`config.mk`:
```
export PLATFORM = sky130hd
export DESIGN_NAME = ps2_scancode_decoder
export DESIGN_NICKNAME = d
export VERILOG_FILES = /design/src/rtl/ps2_pkg.sv /design/src/rtl/scancode_to_ascii.sv /design/src/rtl/ps2_scancode_decoder.sv
export SDC_FILE = /design/constraint.sdc
export NUM_CORES = 1
export LEC_CHECK = 0
export BUFFER_PORTS_ARGS = -buffer_cell sky130_fd_sc_hd__buf_2
export CORE_MARGIN = 4
export CORE_UTILIZATION = 57
export DETAILED_ROUTE_END_ITERATION = 10
export GPL_ROUTABILITY_DRIVEN = 0
export PLACE_DENSITY = 0.84
export SLEW_MARGIN = 20
export SYNTH_ARGS = -nofsm -noshare
export SYNTH_HDL_FRONTEND = slang
export SYNTH_SLANG_ARGS = --single-unit
```
`constraint.sdc`:
```
create_clock -name clk -period 3.3 [get_ports clk]
set_clock_uncertainty 0.2 [all_clocks]
set_input_delay 0.495 -clock clk [delete_from_list [all_inputs] [get_ports clk]]
set_output_delay 0.495 -clock clk [all_outputs]
set_load 0.01 [all_outputs]
```
`src/rtl/ps2_pkg.sv`:
```
// Shared definitions for the PS/2 Set-2 scancode decoder: protocol byte
// constants and the pop-handshake state encoding.
`timescale 1ns/1ps
package ps2_pkg;

  // Set-2 protocol bytes
  localparam logic [7:0] SC_EXT  = 8'hE0;  // extended-key prefix
  localparam logic [7:0] SC_BRK  = 8'hF0;  // break (release) prefix
  localparam logic [7:0] SC_ERR0 = 8'h00;  // keyboard buffer error / overrun
  localparam logic [7:0] SC_ERR1 = 8'hFF;  // keyboard internal error

  // Pop handshake: fetch a byte, hold the pop strobe one cycle, settle one cycle
  typedef enum logic [1:0] {
    S_IDLE = 2'd0,
    S_POP  = 2'd1,
    S_GAP  = 2'd2
  } state_t;

  // True for the two error bytes a keyboard can emit in place of a scancode
  function automatic logic is_err_byte(input logic [7:0] b);
    return (b == SC_ERR0) || (b == SC_ERR1);
  endfunction

endpackage

```
`src/rtl/scancode_to_ascii.sv`:
```
// Combinational Set-2 scancode to ASCII lookup. Letters give lowercase,
// digits and space map directly, Enter gives CR; anything else gives 0x00.
`timescale 1ns/1ps
module scancode_to_ascii (
  input  logic [7:0] code_i,
  output logic [7:0] ascii_o
);

  // Lookup table
  always_comb begin
    ascii_o = '0;
    unique case (code_i)
      8'h1C: ascii_o = 8'h61; // a
      8'h32: ascii_o = 8'h62; // b
      8'h21: ascii_o = 8'h63; // c
      8'h23: ascii_o = 8'h64; // d
      8'h24: ascii_o = 8'h65; // e
      8'h2B: ascii_o = 8'h66; // f
      8'h34: ascii_o = 8'h67; // g
      8'h33: ascii_o = 8'h68; // h
      8'h43: ascii_o = 8'h69; // i
      8'h3B: ascii_o = 8'h6A; // j
      8'h42: ascii_o = 8'h6B; // k
      8'h4B: ascii_o = 8'h6C; // l
      8'h3A: ascii_o = 8'h6D; // m
      8'h31: ascii_o = 8'h6E; // n
      8'h44: ascii_o = 8'h6F; // o
      8'h4D: ascii_o = 8'h70; // p
      8'h15: ascii_o = 8'h71; // q
      8'h2D: ascii_o = 8'h72; // r
      8'h1B: ascii_o = 8'h73; // s
      8'h2C: ascii_o = 8'h74; // t
      8'h3C: ascii_o = 8'h75; // u
      8'h2A: ascii_o = 8'h76; // v
      8'h1D: ascii_o = 8'h77; // w
      8'h22: ascii_o = 8'h78; // x
      8'h35: ascii_o = 8'h79; // y
      8'h1A: ascii_o = 8'h7A; // z
      8'h45: ascii_o = 8'h30; // 0
      8'h16: ascii_o = 8'h31; // 1
      8'h1E: ascii_o = 8'h32; // 2
      8'h26: ascii_o = 8'h33; // 3
      8'h25: ascii_o = 8'h34; // 4
      8'h2E: ascii_o = 8'h35; // 5
      8'h36: ascii_o = 8'h36; // 6
      8'h3D: ascii_o = 8'h37; // 7
      8'h3E: ascii_o = 8'h38; // 8
      8'h46: ascii_o = 8'h39; // 9
      8'h29: ascii_o = 8'h20; // space
      8'h5A: ascii_o = 8'h0D; // enter
      default: ascii_o = '0;
    endcase
  end

endmodule

```
`src/rtl/ps2_scancode_decoder.sv`:
```
// Pops bytes from the PS/2 receive FIFO, parses Set-2 make/break/extended
// sequences, tracks the held key with its ASCII value, counts presses and
// emits single-cycle make/break pulses.
`timescale 1ns/1ps
module ps2_scancode_decoder
  import ps2_pkg::*;
#(
  parameter int unsigned CNT_W         = 8,
  parameter bit          IGNORE_REPEAT = 1'b1
) (
  input  logic             clk,
  input  logic             clrn,
  input  logic [7:0]       fifo_data,
  input  logic             fifo_ready,
  input  logic             fifo_overflow,
  output logic             nextdata_n,
  output logic [7:0]       key_code,
  output logic             key_ext,
  output logic [7:0]       key_ascii,
  output logic             key_held,
  output logic             make_pulse,
  output logic             break_pulse,
  output logic [CNT_W-1:0] press_count,
  output logic             err_sticky
);

  state_t             state_q;
  logic [7:0]         byte_q;
  logic               nextdata_n_q;
  logic               ext_pend_q,  ext_pend_d;
  logic               brk_pend_q,  brk_pend_d;
  logic [7:0]         key_code_q,  key_code_d;
  logic               key_ext_q,   key_ext_d;
  logic [7:0]         key_ascii_q, key_ascii_d;
  logic               key_held_q,  key_held_d;
  logic               make_q,      make_d;
  logic               break_q,     break_d;
  logic [CNT_W-1:0]   count_q,     count_d;
  logic               err_q;
  logic [7:0]         rom_ascii;
  logic               same_key;

  scancode_to_ascii u_rom (
    .code_i  (byte_q),
    .ascii_o (rom_ascii)
  );

  // Parse the latched byte against the pending prefixes and the held key
  always_comb begin
    ext_pend_d  = ext_pend_q;
    brk_pend_d  = brk_pend_q;
    key_code_d  = key_code_q;
    key_ext_d   = key_ext_q;
    key_ascii_d = key_ascii_q;
    key_held_d  = key_held_q;
    make_d      = 1'b0;
    break_d     = 1'b0;
    count_d     = count_q;
    same_key    = key_held_q && (byte_q == key_code_q) && (ext_pend_q == key_ext_q);

    if (byte_q == SC_EXT) begin
      ext_pend_d = 1'b1;
    end else if (byte_q == SC_BRK) begin
      brk_pend_d = 1'b1;
    end else if (is_err_byte(byte_q)) begin
      ext_pend_d = 1'b0;
      brk_pend_d = 1'b0;
    end else if (brk_pend_q) begin
      // Release of a key other than the held one leaves outputs untouched
      if (same_key) begin
        key_held_d = 1'b0;
        break_d    = 1'b1;
      end
      ext_pend_d = 1'b0;
      brk_pend_d = 1'b0;
    end else begin
      if (!(same_key && IGNORE_REPEAT)) begin
        key_code_d  = byte_q;
        key_ext_d   = ext_pend_q;
        key_ascii_d = ext_pend_q ? 8'h00 : rom_ascii;
        key_held_d  = 1'b1;
        make_d      = 1'b1;
        count_d     = count_q + CNT_W'(1);
      end
      ext_pend_d = 1'b0;
      brk_pend_d = 1'b0;
    end
  end

  // Pop handshake FSM; all decoded outputs commit on the edge closing S_POP
  always_ff @(posedge clk or negedge clrn) begin
    if (!clrn) begin
      state_q      <= S_IDLE;
      byte_q       <= '0;
      nextdata_n_q <= 1'b1;
      ext_pend_q   <= 1'b0;
      brk_pend_q   <= 1'b0;
      key_code_q   <= '0;
      key_ext_q    <= 1'b0;
      key_ascii_q  <= '0;
      key_held_q   <= 1'b0;
      make_q       <= 1'b0;
      break_q      <= 1'b0;
      count_q      <= '0;
      err_q        <= 1'b0;
    end else begin
      make_q  <= 1'b0;
      break_q <= 1'b0;
      if (fifo_overflow) begin
        err_q <= 1'b1;
      end
      case (state_q)
        S_IDLE: begin
          if (fifo_ready) begin
            byte_q       <= fifo_data;
            nextdata_n_q <= 1'b0;
            state_q      <= S_POP;
          end
        end
        S_POP: begin
          nextdata_n_q <= 1'b1;
          ext_pend_q   <= ext_pend_d;
          brk_pend_q   <= brk_pend_d;
          key_code_q   <= key_code_d;
          key_ext_q    <= key_ext_d;
          key_ascii_q  <= key_ascii_d;
          key_held_q   <= key_held_d;
          make_q       <= make_d;
          break_q      <= break_d;
          count_q      <= count_d;
          state_q      <= S_GAP;
        end
        S_GAP: begin
          state_q <= S_IDLE;
        end
        default: begin
          nextdata_n_q <= 1'b1;
          state_q      <= S_IDLE;
        end
      endcase
    end
  end

  assign nextdata_n  = nextdata_n_q;
  assign key_code    = key_code_q;
  assign key_ext     = key_ext_q;
  assign key_ascii   = key_ascii_q;
  assign key_held    = key_held_q;
  assign make_pulse  = make_q;
  assign break_pulse = break_q;
  assign press_count = count_q;
  assign err_sticky  = err_q;

endmodule

```
# Word level (Yosys, flattened, before mapping)
# Memories as Yosys holds them, arrays and structs flattened.
# Cells that the tools add are included.
[totals]
ff_bits = 42
romBits = 896
input_bits = 12
out_inout_bits = 30
n_memories = 1
[classes]
addsub = 1
n_eq_ne = 11
mux = 24
n_bitwise = 6
reduce_logical = 11
[mem_list]
columns = ["name", "words", "width", "read_ports", "rd_ports_with_merged_regs", "write_ports", "line_no", "text"]
rows = [
  ["(name not given)", 128, 7, 1, 0, 0, "scancode_to_ascii.sv:12", "unique case (code_i)"],
]
[op_table]
columns = ["operator", "n"]
rows = [
  ["$eq A8 B8 Y1 const B", 3],
  ["$mux W1", 19],
  ["$mux W8", 2],
  ["$reduce_and A6 Y1", 2],
  ["$add A8 B1 Y8 const B", 1],
  ["$eq A8 B8 Y1", 1],
  ["$logic_not A8 Y1", 1],
  ["$reduce_and A2 Y1", 4],
  ["$ne A2 B2 Y1 const B", 3],
  ["$not A1 Y1", 6],
  ["$pmux W2 S2", 1],
  ["$eq A2 B1 Y1 const B", 1],
  ["$eq A2 B2 Y1 const B", 1],
  ["$logic_and A1 B1 Y1", 2],
  ["$logic_not A2 Y1", 1],
  ["$mux W2", 1],
  ["$ne A2 B1 Y1 const B", 1],
  ["$pmux W1 S2", 1],
  ["$eq A1 B1 Y1", 1],
  ["$logic_or A1 B1 Y1", 1],
]

# Longest topological paths before layout
[logic_depth]
ltp_word = 9
depth_mapped = 12

# Hierarchy
# From an unflattened synthesis, not the netlist that was laid out.
[unflattened]
hier_cells = 265
hier_area_um2 = 2755.1
[modules_own_cells]
columns = ["module", "instances", "cells_per_inst", "area_each_um2", "seq_area_each_um2"]
rows = [
  ["ps2_scancode_decoder", 1, 141, 1949.4, 1052.3],
  ["scancode_to_ascii", 1, 124, 805.8, 0.0],
]

# Least setup slack after synthesis
# OpenSTA, ideal clock, no wires.
[synth_timing]
path_kind = "register to register"
startpoint = "reg byte_q[3]"
endpoint = "reg key_held_q, in the netlist key_held"
setup_time_ns = 0.125
arrival_ns = 2.223
t_required_ns = 2.975
setup_slack_ns = 0.752
stages_incl_launch_ff = 10
path_buffers = 3
cell_sequence = "dfrtp_1 buf_2 clkbuf_1 buf_1 xor2_1 nor4_1 nand4_1 ha_1 and4b_1 mux2_4"
[synth_between]
elab_chain_cells = 5
[synth_lines]
columns = ["element", "line_no", "text"]
rows = [
  ["start: declaration", "ps2_scancode_decoder.sv:28", "logic [7:0] byte_q;"],
  ["start signal: assignment", "ps2_scancode_decoder.sv:115", "byte_q <= fifo_data;"],
  ["$eq A8 B8 Y1", "ps2_scancode_decoder.sv:59", "same_key = key_held_q && (byte_q == key_code_q) && (ext_pend_q == key_ext_q);"],
  ["$logic_and A1 B1 Y1 (2 in series)", "ps2_scancode_decoder.sv:59", ""],
  ["$ne A2 B1 Y1 (no line) / $ne A2 B2 Y1 (equally long branches)", "n/a", ""],
  ["$reduce_and A6 Y1 (no line) (*)", "n/a", ""],
  ["end signal: assignment", "ps2_scancode_decoder.sv:127", "key_held_q <= key_held_d;"],
  ["end: declaration", "ps2_scancode_decoder.sv:35", "logic key_held_q, key_held_d;"],
]
# Every way passes the cells marked *; elsewhere a longest branch is shown, timed or not.
# A chain may end at the register's enable or synchronous reset.

# Worst setup path after layout
[layout_timing]
startpoint = "reg byte_q[1]"
endpoint = "reg count_q[7], in the netlist press_count[7]"
[layout_between]
elab_chain_cells = 5
[layout_lines]
columns = ["element", "line_no", "text"]
rows = [
  ["$eq A8 B8 Y1", "ps2_scancode_decoder.sv:59", ""],
  ["$logic_and A1 B1 Y1 (2 in series)", "ps2_scancode_decoder.sv:59", ""],
  ["$not A1 Y1 (no line)", "n/a", ""],
  ["$reduce_and A6 Y1 (no line) (*)", "n/a", ""],
  ["end signal: assignment", "ps2_scancode_decoder.sv:130", "count_q <= count_d;"],
  ["end: declaration", "ps2_scancode_decoder.sv:38", "logic [CNT_W-1:0] count_q, count_d;"],
]
# Marks and branches as above.

==> flow_metrics.py <==
metrics = {
    "run_status": {
        "outcome": "complete, no violations",
    },
    "final_layout": {
        "syn2layout_area_growth_pct": 11.8,
        "fin_util": 0.660,
        "n_antenna_cell": 0,
        "drive_gt1_frac": 0.226,
        "seqCellArea_sq_um": 1030,
        "design_area_sq_um": 2900,
        "num-nets-final": 335,
        "final_common_cell": "nand2_1",
        "layoutNonFillerInstCount": 366,
        "final_cell_mix": "nand2_1 (41), dfrtp_1 (40), buf_2 (40), o21ai_0 (19), a21oi_1 (14)",
        "nFillCells": 352,
        "multi_input_area_sq_um": 1380,
    },
    "global_route": {
        "track_usage": 0.234,
        "gr-total-overflow": 0,
        "grt_pass1_vias": 2042,
        "grt_pass1_wl_mm": 10.1,
        "grt_max_degree": 42,
        "antenna_found_initial": 0,
    },
    "die": {
        "dieWidth_um": 75.4,
        "std_cell_rows": 24,
        "ios": 42,
        "die-area_sq_um": 5680,
        "initial_core_util": 0.590,
        "die_h_um": 75.4,
        "coreArea_sq_um": 4380,
    },
    "critical_path": {
        "cp_data_arrival_time_ps": 2860,
        "worst-path-buf-inv": 2,
        "cp_max_fo": 16,
        "rr_startpoint": "byte_q[1]$_DFFE_PN0P_",
        "required_ps": 3320,
        "rrSetupSlack_ps": 460,
        "slowest_stage": "dfrtp_1",
        "startpoint": "byte_q[1]$_DFFE_PN0P_",
        "path_class": "register to register",
        "end_kind": "register",
        "path_cells": "inv_1, ha_1, nand2b_1, a211o_1, nand4_2, buf_4, nor4_1, xor2_1",
        "worst_setup_path_start_kind": "register",
        "crit_family": "simple AND/OR/NAND/NOR gates",
        "worst_path_largest_cell_delay_ps": 640,
        "reg2reg_depth": 8,
        "regToRegEndpoint": "press_count[7]$_DFFE_PN0P_",
    },
    "yosys": {
        "ys.flop_type": "dfrtp_1",
        "ys_seq_elements": 41,
        "synthCells": 282,
        "yosysUniqueCellTypes": 57,
        "ys_warn_count": 0,
        "synth_edf_count": 0,
        "postSynth.asyncResetShare": 1.00,
        "ys_seq_area_frac": 0.397,
        "synth_top_area_cell": "dfrtp_1",
        "synth.avg_cell_area_sq_um": 9.18,
        "synth_area_leaders": "dfrtp_1 (39%), nand2_1 (5.9%), ha_1 (4.8%)",
        "synth_nets": 304,
        "synth_area_sq_um": 2590,
        "synth.top_cell.area_share": 0.387,
    },
    "detailed_routing": {
        "drt_first_iter_violations": 217,
        "avgViaCountPerCell": 6.17,
        "drc": 0,
        "ant_nets": 0,
        "wire_per_inst_um": 17.1,
        "vias": 2260,
        "dr.pass1.iters": 5,
        "routed_wl_mm": 6.26,
    },
    "timing": {
        "final-setup-viol-count": 0,
        "finalCritPeriodShare": 0.860,
        "tns_ps": 0,
        "period_needed_ps": 2840,
        "timing.fmax_ghz": 0.352,
        "hold_viol_final": 0,
        "rsz0062_at_grt": "no",
        "maxSlewViolCount": 0,
        "tightest_slew_ps": 874,
        "relSlewSlack": 0.418,
        "holdWs_ps": 104,
        "finalWorstSetupSlack_ps": 461,
    },
    "power_and_ir_drop": {
        "p_per_area_nw_per_um2": 811,
        "cellLeakagePower_nw": 1.39,
        "irDropWorstVdd_uv": 507,
        "p_total_mw": 2.35,
    },
    "clocking": {
        "cts_buffer_depth": 2,
        "ctsResizeCount": 0,
        "cts.sinks": 41,
        "cts_tree": "done",
        "htree_num_levels": 2,
        "clk_pin_slew_worst_paths_ps": 80,
        "holdBufCountCts": 0,
        "cts_setup_buffers": 0,
        "clk_latency_ps": 300,
        "cts_buffers": 5,
        "clock-root-buffer": "clkbuf_8",
    },
    "worst_hold_path": {
        "worstHoldPathType": "input pin to async pin",
    },
    "run": {
        "cap_violations": 0,
    },
    "placed_design": {
        "place_ws_ps": 552,
        "place.port_buffers": 40,
        "dp_hpwl_mm": 4.52,
        "place_inst": 358,
        "place_area_sq_um": 2760,
    },
}
==> flip-flops by register name, indices dropped and copies added (netlist names), 2 cells and up <==
| signal | count |
|---|---|
| state_q | 2 |
| key_code | 8 |
| byte_q | 8 |
| key_ascii | 7 |
| press_count | 8 |
==> kinds of logic after synthesis <==
| group | share of synthesized area |
|---|---|
| mux | 0.0348 |
| fa+ha+maj | 0.0483 |
| flops | 0.397 |
| compound gates | 0.214 |
| xor+xnor | 0.0541 |
| simple gates | 0.180 |
| buf+inv | 0.0706 |
| other cells | 0.00145 |
==> report_power, final <==
part           internal [mW]  total (mW)  switching [mW]
clock                  0.300       0.475           0.175
sequential             0.662       0.890           0.228
combinational          0.424       0.984           0.560
total                   1.39        2.35           0.962
==> routing by layer <==
metal | up-vias | GRT usage | share of wire
met4 | 0 | 0.0699 | 0.013
met3 | 8 | 0.0422 | 0.085
li1 | 1060 | - | -
met2 | 122 | 0.357 | 0.45
met5 | - | 0 | 0
met1 | 1070 | 0.342 | 0.45
==> cells in the mapped netlist (3+ instances only) <==
cell,number
nor2b_1,5
nand4_1,3
o31ai_1,4
nor3_1,5
buf_2,3
a21oi_1,14
nand2_1,41
inv_1,9
nor4_1,4
ha_1,10
xnor2_1,5
a22o_1,4
a211oi_1,3
o21ai_0,19
nor2_1,13
mux2i_1,3
a31oi_1,4
dfrtp_1,40
nand3_1,4
nand2b_1,9
o21ai_2,6
a211o_1,5
clkbuf_1,13
xor2_1,11
==> cell type report <==
cell class              instances  area share
multi-input cells             208       0.476
repair buffers                 47      0.0873
clock buffers                   5      0.0238
well taps                      52      0.0225
clock inverters                 3      0.0225
flip-flops and latches         41       0.355
inverters                      10      0.0130
==> worst max-delay path by stage <==
stage	depth (start not counted)	slack [ps]	end
2_1_floorplan	9	750	key_held$_DFFE_PN0P_
3_3_place_gp	7	660	key_ascii[6]$_DFFE_PN0P_
3_5_place_dp	7	550	key_ascii[6]$_DFFE_PN0P_
4_1_cts	7	520	key_ascii[6]$_DFFE_PN0P_
5_1_grt	7	260	key_ascii[6]$_DFFE_PN0P_
6_report	8	460	press_count[7]$_DFFE_PN0P_
Power figures use the tool's default switching activity.
